**src/rtl/uart_arb_pkg.sv**
```systemverilog
// Shared types and constants for the two-requester UART TX arbiter.
// The grant rule lives here so the top and any future user share one definition.
package uart_arb_pkg;

  typedef enum logic [1:0] {IDLE, START, DATA, STOP} tx_state_e;

  localparam logic REQ_CPU   = 1'b0;
  localparam logic REQ_DBG   = 1'b1;
  localparam int   DATA_BITS = 8;

  typedef struct packed {
    logic       valid;
    logic [7:0] data;
    logic       last;
  } uart_req_t;

  // A held lock pins the grant to its owner; otherwise one valid wins, and a tie goes to rr.
  function automatic logic grant_sel(input logic locked, input logic owner,
                                     input logic rr, input logic v0, input logic v1);
    if (locked)
      return owner;
    if (v0 && v1)
      return rr;
    return v1;
  endfunction

endpackage

```
**src/rtl/uart_tx_shifter.sv**
```systemverilog
// 8N1 serializer: START, 8 data bits LSB first, STOP, each CLK_DIV cycles long.
// tx is registered and resets high asynchronously, so a reset mid-frame idles the line at once.
module uart_tx_shifter
  import uart_arb_pkg::*;
#(
  parameter int CLK_DIV = 434
) (
  input  logic       clk,
  input  logic       rst_n,
  input  logic       load_i,
  input  logic [7:0] data_i,
  output logic       busy_o,
  output logic       done_o,
  output logic       tx_o
);

  localparam logic [15:0] CNT_MAX = 16'(CLK_DIV - 1);
  localparam logic [2:0]  IDX_MAX = 3'(DATA_BITS - 1);

  tx_state_e   state_q, state_d;
  logic [15:0] cnt_q, cnt_d;
  logic [2:0]  idx_q, idx_d;
  logic [7:0]  sh_q, sh_d;
  logic        tx_q, tx_d;
  logic        bit_end;

  assign bit_end = (cnt_q == CNT_MAX);

  always_comb begin
    state_d = state_q;
    cnt_d   = cnt_q;
    idx_d   = idx_q;
    sh_d    = sh_q;
    tx_d    = tx_q;
    if (state_q != IDLE)
      cnt_d = bit_end ? '0 : cnt_q + 16'd1;
    case (state_q)
      IDLE: begin
        if (load_i) begin
          state_d = START;
          cnt_d   = '0;
          idx_d   = '0;
          sh_d    = data_i;
          tx_d    = 1'b0;
        end
      end
      START: begin
        if (bit_end) begin
          state_d = DATA;
          tx_d    = sh_q[0];
        end
      end
      DATA: begin
        if (bit_end) begin
          if (idx_q == IDX_MAX) begin
            state_d = STOP;
            tx_d    = 1'b1;
          end else begin
            // tx_d looks one bit ahead because sh_q only shifts on this same edge
            idx_d = idx_q + 3'd1;
            sh_d  = {1'b0, sh_q[7:1]};
            tx_d  = sh_q[1];
          end
        end
      end
      STOP: begin
        if (bit_end)
          state_d = IDLE;
      end
      default: begin
        state_d = IDLE;
        tx_d    = 1'b1;
      end
    endcase
  end

  always_ff @(posedge clk or negedge rst_n) begin
    if (!rst_n) begin
      state_q <= IDLE;
      cnt_q   <= '0;
      idx_q   <= '0;
      sh_q    <= '0;
      tx_q    <= 1'b1;
    end else begin
      state_q <= state_d;
      cnt_q   <= cnt_d;
      idx_q   <= idx_d;
      sh_q    <= sh_d;
      tx_q    <= tx_d;
    end
  end

  assign busy_o = (state_q != IDLE);
  assign done_o = (state_q == STOP) && bit_end;
  assign tx_o   = tx_q;

endmodule

```
**src/rtl/uart_tx_arbiter.sv**
```systemverilog
// Round-robin arbiter with packet locking that shares one UART TX line between
// the CPU MMIO UART (port 0) and the debug echo path (port 1).
module uart_tx_arbiter
  import uart_arb_pkg::*;
#(
  parameter int CLK_DIV      = 434,
  parameter int LOCK_TIMEOUT = 65535
) (
  input  logic       clk,
  input  logic       rst_n,
  input  logic       req0_valid,
  input  logic [7:0] req0_data,
  input  logic       req0_last,
  output logic       req0_ready,
  input  logic       req1_valid,
  input  logic [7:0] req1_data,
  input  logic       req1_last,
  output logic       req1_ready,
  output logic       tx,
  output logic       busy,
  output logic       owner,
  output logic       locked
);

  localparam bit          TMO_EN   = (LOCK_TIMEOUT != 0);
  localparam logic [15:0] TMO_LAST = 16'(LOCK_TIMEOUT - 1);

  uart_req_t [1:0] req;
  logic [1:0]      rdy;
  logic            gnt, acc, owner_valid;
  logic            sh_busy, sh_done;
  logic            owner_q, owner_d;
  logic            locked_q, locked_d;
  logic            rr_q, rr_d;
  logic [15:0]     tmo_q, tmo_d;

  assign req[0] = {req0_valid, req0_data, req0_last};
  assign req[1] = {req1_valid, req1_data, req1_last};

  assign gnt = grant_sel(locked_q, owner_q, rr_q, req[0].valid, req[1].valid);

  // ready is purely combinational so a requester may drop valid at any time
  for (genvar i = 0; i < 2; i++) begin : g_rdy
    assign rdy[i] = ~sh_busy & req[i].valid & (gnt == 1'(i));
  end

  assign acc         = |rdy;
  assign owner_valid = req[owner_q].valid;

  always_comb begin
    owner_d  = owner_q;
    locked_d = locked_q;
    rr_d     = rr_q;
    tmo_d    = tmo_q;
    if (acc) begin
      owner_d  = gnt;
      locked_d = ~req[gnt].last;
      if (req[gnt].last)
        rr_d = ~gnt;
      tmo_d = '0;
    end else if (sh_done) begin
      tmo_d = '0;
    end else if (TMO_EN && locked_q && !sh_busy && !owner_valid) begin
      // a stalled owner hands the line over as if its packet had ended
      if (tmo_q == TMO_LAST) begin
        locked_d = 1'b0;
        rr_d     = ~owner_q;
        tmo_d    = '0;
      end else begin
        tmo_d = tmo_q + 16'd1;
      end
    end
  end

  always_ff @(posedge clk or negedge rst_n) begin
    if (!rst_n) begin
      owner_q  <= REQ_CPU;
      locked_q <= 1'b0;
      rr_q     <= REQ_CPU;
      tmo_q    <= '0;
    end else begin
      owner_q  <= owner_d;
      locked_q <= locked_d;
      rr_q     <= rr_d;
      tmo_q    <= tmo_d;
    end
  end

  uart_tx_shifter #(.CLK_DIV(CLK_DIV)) u_shifter (
    .clk    (clk),
    .rst_n  (rst_n),
    .load_i (acc),
    .data_i (req[gnt].data),
    .busy_o (sh_busy),
    .done_o (sh_done),
    .tx_o   (tx)
  );

  assign req0_ready = rdy[0];
  assign req1_ready = rdy[1];
  assign busy       = sh_busy;
  assign owner      = owner_q;
  assign locked     = locked_q;

endmodule

```
**config.mk**
```make
export PLATFORM = sky130hd
export DESIGN_NAME = uart_tx_arbiter
export DESIGN_NICKNAME = d
export VERILOG_FILES = /design/src/rtl/uart_arb_pkg.sv /design/src/rtl/uart_tx_shifter.sv /design/src/rtl/uart_tx_arbiter.sv
export SDC_FILE = /design/constraint.sdc
export NUM_CORES = 1
export LEC_CHECK = 0
export CORE_MARGIN = 4
export CORE_UTILIZATION = 50
export DETAILED_ROUTE_END_ITERATION = 10
export PLACE_DENSITY = 0.8
export RECOVER_POWER = 25
export SYNTH_ARGS = -nofsm -noshare
export SYNTH_HDL_FRONTEND = slang
export SYNTH_SLANG_ARGS = --single-unit
```
**constraint.sdc**
```tcl
create_clock -name clk -period 4.2 [get_ports clk]
set_input_delay 1.26 -clock clk [delete_from_list [all_inputs] [get_ports clk]]
set_output_delay 1.26 -clock clk [all_outputs]
set_load 0.01 [all_outputs]
```
==> Flow_metrics.wiki, run 1 <==
{| class="wikitable"
! Metric !! Value
|-
| Fraction of the cycle the final worst path needs || 0.968
|-
| Slew Limit Fails || 40
|-
| Effective utilization at floorplan || 0.530
|-
| Clock root cell || clkbuf_8
|-
| Vertical extent of the die || 85.4 um
|-
| Fraction of the core area covered by cells at the end of the flow || 0.603
|-
| Maximum fanout count along the critical path || 4
|-
| Async SR Flop Fraction || 1.00
|-
| Layout cells sized above 1 || 0.0857
|-
| Seq/Total Area, Yosys || 0.410
|-
| Flip-flop and latch count after synthesis || 49
|-
| Most numerous cell in the Yosys netlist || dfrtp_1
|-
| Detail Route Antenna Nets || 0
|-
| Pre-Repair DR Iteration Count || 6
|-
| Ports placed on the boundary || 28
|-
| Number of different library cells in the post-synthesis netlist || 56
|-
| Remaining DRCs || 0
|-
| Global-route wire length before repair || 11300 um
|-
| Hold violation total from the final report || 0
|-
| Kind of capture point of the worst setup path || output port
|-
| Top cells by instance count after synthesis || dfrtp_1 (48), o21ai_0 (35), nand2_1 (28)
|-
| Share of the synthesized area in the top cell type || 0.401
|-
| Synthesized area || 2990 sq um
|-
| Peak clock frequency supported by timing || 246 MHz
|-
| Initial detailed-routing violation count || 121
|-
| H-tree level count || 2
|-
| Mean instance size in the synthesized netlist || 9.18 sq um
|-
| Transition time at the pin with the least slew margin || 2090 ps
|-
| Number of buffers created by CTS || 5
|-
| Max-capacitance violation count || 1
|-
| Half-perimeter wire length of the detailed placement result || 4560 um
|-
| Maximum buffer depth of the clock tree || 2
|-
| Top cells by area in the synthesized netlist || dfrtp_1 (40%), o21ai_0 (5.9%), ha_1 (5.0%), a21oi_1 (4.0%), mux2i_1 (4.0%)
|-
| Peak ir drop on the vdd network || 0.000412 V
|-
| Count of port buffers added during placement || 27
|-
| Global routing usage summed across all routing layers || 0.187
|-
| Crit path DAT || 2800 ps
|-
| Final GP Congestion || 0.830
|-
| HP Start || u_shifter.sh_q[5]
|-
| Reg-to-reg critical path startpoint || u_shifter.state_q[0]
|-
| Post-detailed-route wirelength per cell || 15.3 um
|-
| Worst endpoint required time || 2940 ps
|-
| Overall routed net length || 6470 um
|-
| Start-to-end type of the worst setup path || in -> out
|-
| Worst hold margin || 503 ps
|-
| Clock skew || 21.0 ps
|-
| Antenna violations before repair || 0
|-
| Setup bufs post-CTS || 0
|-
| Net count reported at finish || 383
|-
| Clock sink count || 49
|-
| Number of diodes added for antenna fixing || 0
|-
| Synthesis-to-finish area growth || 13.7%
|-
| Die Area || 7290 sq um
|-
| Setup TNS after final layout || 0 ps
|-
| Residual overflow from global routing || 0
|-
| Total core area || 5640 sq um
|-
| YS warnings || 0
|-
| Pin count of the biggest net entering global routing || 40
|-
| Clock insertion delay at the later pin of the skew report || 320 ps
|-
| Power Dens Cells || 506 nW/um^2
|-
| Cells on Worst Hold Path || 1
|-
| Max-Slew Margin vs Limit || -0.391
|-
| Biggest area consumer among synthesized cells || dfrtp_1
|-
| Prevailing post-synth register cell || dfrtp_1
|-
| Clk pin slew, worst setup/hold paths || 90 ps
|-
| Via count of the first global-routing pass || 2606
|-
| Leakage dissipation || 1.43 nW
|-
| Clock tree from TritonCTS || done
|-
| Outcome || finished with violations
|-
| Crit start category || input port
|-
| Final setup violating endpoints || 0
|-
| Setup repair after global routing missed its margin || false
|-
| CP startpoint || req0_valid
|-
| Number of nets produced by synthesis || 360
|-
| Class of the worst hold path || reg -> reg
|-
| Shortest clock period the worst path allows after layout || 4060 ps
|-
| Overall via count from detail_route || 2510
|-
| Cells on worst reg2reg path || 5
|-
| Die Width || 85.4 um
|-
| Number of standard-cell rows in the floorplan || 27
|-
| Violated checks || capacitance limit, slew limit
|-
| Via density || 5.95
|-
| Number of enable-type register cells in the synthesized netlist || 0
|-
| Number of instances in the synthesized netlist || 326
|}
[path summary, 6_finish.rpt]
| kind | endpoint | slack (ps) |
|---|---|---|
| hold reg to reg | u_shifter.sh_q[5] | 500 |
| max in group asynchronous | u_shifter.cnt_q[5] | 1460 |
| setup / recovery | req1_ready | 140 |
| setup reg to reg | u_shifter.sh_q[7] | 1630 |
| min in group asynchronous | tmo_q[11] | 1530 |
| hold / removal | u_shifter.sh_q[5] | 500 |
[cells by family (layout without fill, tap and decap cells)]
kind of cell,after synthesis,count (layout),synth area share
mux,23,23,0.0815
buf+inv,31,55,0.0468
simple gates,118,118,0.221
flops,49,49,0.410
fa+ha+maj,12,12,0.0502
xor+xnor,2,2,0.00585
compound gates,91,91,0.185
[worst max-delay path, stage by stage]
cell             delay, ps
clkdlybuf4s50_1        460
nor2b_1                160
o21ai_2                210
and3_1                 180
clkdlybuf4s50_1        530
[sequential cells by signal (all words and copies together), names as in the netlist]
name and flops:
tmo_q 16, u_shifter.cnt_q 16, u_shifter.sh_q 8, u_shifter.idx_q 3, u_shifter.state_q 2, locked 1
owner 1, rr_q 1, u_shifter.tx_o 1
[metal layers]
layer / global-route usage / vias to the layer above / part of all wire / wire length (um)
met1: 0.222 / 1210 / 0.43 / 2810
met2: 0.328 / 53 / 0.50 / 3260
met3: 0.0417 / 11 / 0.041 / 265
met4: 0.0705 / 0 / 0.021 / 138
li1: - / 1236 / - / -
met5: 0 / - / 0 / 0
[placed cells by master (no fill, tap or decap), types with 3 or more instances in the layout]
cell	count
dfrtp_1	48
o21ai_0	35
nand2_1	28
clkdlybuf4s50_1	26
a21oi_1	24
nor2_1	22
inv_1	14
nand3_1	13
mux2i_1	12
ha_1	12
or3_1	8
mux2_1	8
nand4_1	6
nor3_1	6
buf_4	6
and2_1	5
clkbuf_8	5
and3_1	4
nor4_1	4
a22o_1	4
o21ai_1	3
a31oi_1	3
nand4b_1	3
mux2_2	3
a22oi_1	3
[stage by stage]
| step | std cells | total power, W | setup slack, ps | instance area, sq um |
|---|---|---|---|---|
| after floorplan | 326 | 0.00122 | 830 | 2990 |
| after global placement | 414 | 0.00140 | 97.4 | 3310 |
| after detailed placement | 414 | 0.00144 | 75.7 | 3310 |
| after CTS | 422 | 0.00173 | 64.4 | 3400 |
| after global routing | 422 | 0.00187 | 62.7 | 3400 |
| final | 422 | 0.00172 | 136 | 3400 |
[power breakdown]
group | leakage [nW] | switching (W) | internal [W]
Clock | 0.0447 | 0.000170 | 0.000120
Combinational | 0.744 | 0.000431 | 0.000333
Sequential | 0.647 | 0.0000949 | 0.000573
[timing repair]
item	4_1_cts	5_1_grt
resized for setup	0	1
hold buffers	0	0
endpoints found under the setup margin	0	1
[final cells by class]
type                    instances  area [sq um]
well taps                      72          90.1
clock inverters                 3          25.0
repair buffers                 33           309
fillers                       480          2240
flip-flops and latches         49          1230
clock buffers                   5          68.8
multi-input cells             246          1630
inverters                      14          52.6
No activity file was read; power rests on OpenSTA's default activity.
==> inputs of run 2 (changes only) <==
Settings changed: PLACE_DENSITY 0.8 to 0.7, SKIP_LAST_GASP from default to 1.
==> run 2 against run 1 <==
  * The run now ends clean
  * Clock skew is 11 ps lower
  * Design area down 0.70%
  * Combinational power decreased by 0.5%
  * Cell count fell by 0.24%
  * Via count shrank 0.20%
  * First-iteration DRC count grew 0.83%
  * Setup slack better by 5.9 ps
  * Die area unchanged
  * Routed wire length is 3.7% higher
  * Sequential cell count stayed put
  * Core utilization decreased by 0.42 points
  * Critical endpoint unchanged
  * Largest power group unchanged
==> Flow_metrics.wiki, run 2 (same netlist as run 1, synthesis figures left out) <==
{| class="wikitable"
! Metric !! Value
|-
| Transition time at the pin with the least slew margin || 1470 ps (-617 ps)
|-
| Worst endpoint required time || 2940 ps (about the same)
|-
| Buffers & Inverters on Critical Path || 2 (unchanged)
|-
| Filler-free cell count of the finished design || 421 (-0.24%)
|-
| Largest regs || tmo_q (16), u_shifter.cnt_q (16), u_shifter.sh_q (8)
|-
| Via density || 5.95 (about the same)
|-
| Antenna violations before repair || 0 (unchanged)
|-
| Overall routed net length || 6710 um (+3.7%)
|-
| Inst Count DP || 413 (-0.24%)
|-
| Net count reported at finish || 382 (-0.26%)
|-
| Leakage dissipation || 1.43 nW (-0.58%)
|-
| Leading cell types in the layout, fill and taps excluded || dfrtp_1 (48), o21ai_0 (35), nand2_1 (28)
|-
| Kind of capture point of the worst setup path || output port
|-
| Clock insertion delay at the later pin of the skew report || 300 ps (-20 ps)
|-
| Detail Route Antenna Nets || 0 (unchanged)
|-
| Slew Limit Fails || 0 (-100%)
|-
| Wire length on met2 || 3220 um (-1.2%)
|-
| Ports placed on the boundary || 28 (unchanged)
|-
| Cells on Worst Hold Path || 1 (unchanged)
|-
| Max-capacitance violation count || 0 (-1)
|-
| Fraction of the cycle the final worst path needs || 0.966 (-0.00139)
|-
| Setup bufs post-CTS || 0 (unchanged)
|-
| Clock tree from TritonCTS || done
|-
| Most common library cell in the layout ignoring fill and taps || dfrtp_1
|-
| Endpoint with the worst hold slack || u_shifter.sh_q[4]
|-
| Critical path's most frequent cell || clkdlybuf4s50_1
|-
| Overall via count from detail_route || 2505 (-0.20%)
|-
| Shortest clock period the worst path allows after layout || 4060 ps (-5.85 ps)
|-
| Start-to-end type of the worst setup path || in -> out
|-
| Crit path DAT || 2800 ps (about the same)
|-
| HP Start || u_shifter.sh_q[4]
|-
| H-tree level count || 2 (unchanged)
|-
| Count of port buffers added during placement || 27 (unchanged)
|-
| Power share of the sequential group || 0.395 (+0.007)
|-
| Initial detailed-routing violation count || 122 (+0.83%)
|-
| Peak clock frequency supported by timing || 246 MHz (+0.14%)
|-
| Number of standard-cell rows in the floorplan || 27 (unchanged)
|-
| Via count of the first global-routing pass || 2399 (-7.9%)
|-
| Total power || 0.00170 W (-1.1%)
|-
| Worst hold margin || 493 ps (-9.60 ps)
|-
| Sw Share || 0.402 (-0.00262)
|-
| Peak ir drop on the vdd network || 0.000310 V (-25%)
|-
| Quantity of hold-fixing buffers added after cts || 0 (unchanged)
|-
| Class of the worst hold path || reg -> reg
|-
| Number of diodes added for antenna fixing || 0 (unchanged)
|-
| Clk pin slew, worst setup/hold paths || 80 ps (about the same)
|-
| Pint || 0.00102 W (-0.62%)
|-
| Reg-to-reg critical path startpoint || u_shifter.state_q[0]
|-
| Crit-path leading delay family || buffers and inverters
|-
| Endpoint of the lowest-slack register-to-register path || u_shifter.sh_q[7]
|-
| Die Area || 7290 sq um (unchanged)
|-
| Final setup violating endpoints || 0 (unchanged)
|-
| Pre-Repair DR Iteration Count || 5 (-1)
|-
| P_sw || 0.000684 W (-1.7%)
|-
| Global-route wire length before repair || 11500 um (+1.4%)
|-
| Global routing usage summed across all routing layers || 0.191 (+0.00439)
|-
| Outcome || completed
|-
| Fraction of power consumed by combinational cells || 0.446 (+0.003)
|-
| Pin count of the biggest net entering global routing || 28 (-30%)
|-
| Remaining DRCs || 0 (unchanged)
|-
| Worst-case register-to-register setup slack || 1660 ps (+30 ps)
|-
| Routed met3 length || 259 um (-2.3%)
|-
| Vertical extent of the die || 85.4 um (unchanged)
|-
| Clock skew || 10.3 ps (-10.7 ps)
|-
| Uppermost layer routed || met4
|-
| Setup TNS after final layout || 0 ps (unchanged)
|-
| Cells on worst reg2reg path || 5 (unchanged)
|-
| Power Dens Cells || 504 nW/um^2 (-0.36%)
|-
| Cells traversed along the worst timing path || clkdlybuf4s50_1 -> nand2b_1 -> o21ai_1 -> and3_1 -> clkdlybuf4s50_1
|-
| Crit start category || input port
|-
| Clock root cell || clkbuf_8
|-
| Maximum fanout count along the critical path || 5 (+1)
|-
| Number of buffers created by CTS || 5 (unchanged)
|-
| Critical path's slowest cell || clkdlybuf4s50_1
|-
| Synthesis-to-finish area growth || 12.9%
|-
| PostCTS Resize Cnt || 0 (unchanged)
|-
| Maximum buffer depth of the clock tree || 2 (unchanged)
|-
| Power share of the clock group || 0.159 (-0.010)
|-
| Layout cells sized above 1 || 0.0745 (-0.0112)
|-
| Clock sink count || 49 (unchanged)
|-
| Setup repair after global routing missed its margin || false
|-
| Half-perimeter wire length of the detailed placement result || 4690 um (+2.9%)
|-
| Metal1 wirelength || 3150 um (+12%)
|-
| Final GP Congestion || 0.814 (-1.9%)
|-
| Max stage delay on crit path || 540 ps (about the same)
|-
| Total core area || 5640 sq um (unchanged)
|-
| Post-detailed-route wirelength per cell || 15.9 um (+3.9%)
|-
| Residual overflow from global routing || 0 (unchanged)
|-
| Die Width || 85.4 um (unchanged)
|-
| Effective utilization at floorplan || 0.530 (unchanged)
|-
| Hold violation total from the final report || 0 (unchanged)
|-
| Max-Slew Margin vs Limit || 0.0202 (+0.411)
|}
run 2: cell count changes in the layout (fill, tap and decap cells not counted), sizes merged:
cell      delta
clkbuf       +2
buf          -1
clkinvlp     -1
inv          -1
run 2: area by class of cell:
type / instances / area, sq um
repair buffers: 32 / 302
fillers: 493 / 2260
flip-flops and latches: 49 / 1230
inverters: 14 / 52.6
clock inverters: 1 / 5.00
multi-input cells: 246 / 1630
well taps: 72 / 90.1
clock buffers: 7 / 76.3
run 2: layer usage:
metal,global-route usage,up-vias
li1,-,1229
met1,0.264,1212
met2,0.306,55
met3,0.0359,9
met4,0.0576,0
met5,0,-
run 2: worst max path at each step:
| stage | startpoint | end | slack, ps | cells after the start |
|---|---|---|---|---|
| 4_1_cts | req1_valid | req1_ready | 140 | 5 |
| 3_3_place_gp | req0_valid | req1_ready | 190 | 5 |
| 5_1_grt | req1_valid | req1_ready | 30 | 5 |
| 2_1_floorplan | req0_valid | req1_ready | 830 | 4 |
| 3_5_place_dp | req1_valid | req1_ready | 140 | 5 |
| 6_report | req1_valid | req1_ready | 140 | 5 |
run 2: stage by stage:
step	utilization	instance area (sq um)	worst slack (ps)
2_1_floorplan	-	2990	830
3_3_place_gp	0.585	3300	193
3_5_place_dp	0.585	3300	145
4_1_cts	0.599	3380	141
5_1_grt	0.599	3380	26.7
6_report	0.599	3380	142
run 2: power groups by stage:
stage          registers, W  logic [W]  clock network (W)
2_1_floorplan      0.000657   0.000560                  0
3_3_place_gp       0.000674   0.000742                  0
3_5_place_dp       0.000679   0.000756                  0
4_1_cts            0.000670   0.000760           0.000279
5_1_grt            0.000687   0.000850           0.000300
6_report           0.000673   0.000760           0.000272
run 2: worst reg2reg max path, delay by kind of cell (launching register included):
family          cells  cell delay, ps
compound gates      1             730
fa+ha+maj           1             590
flops               1             440
mux                 1             410
buf+inv             1             130
simple gates        1             120
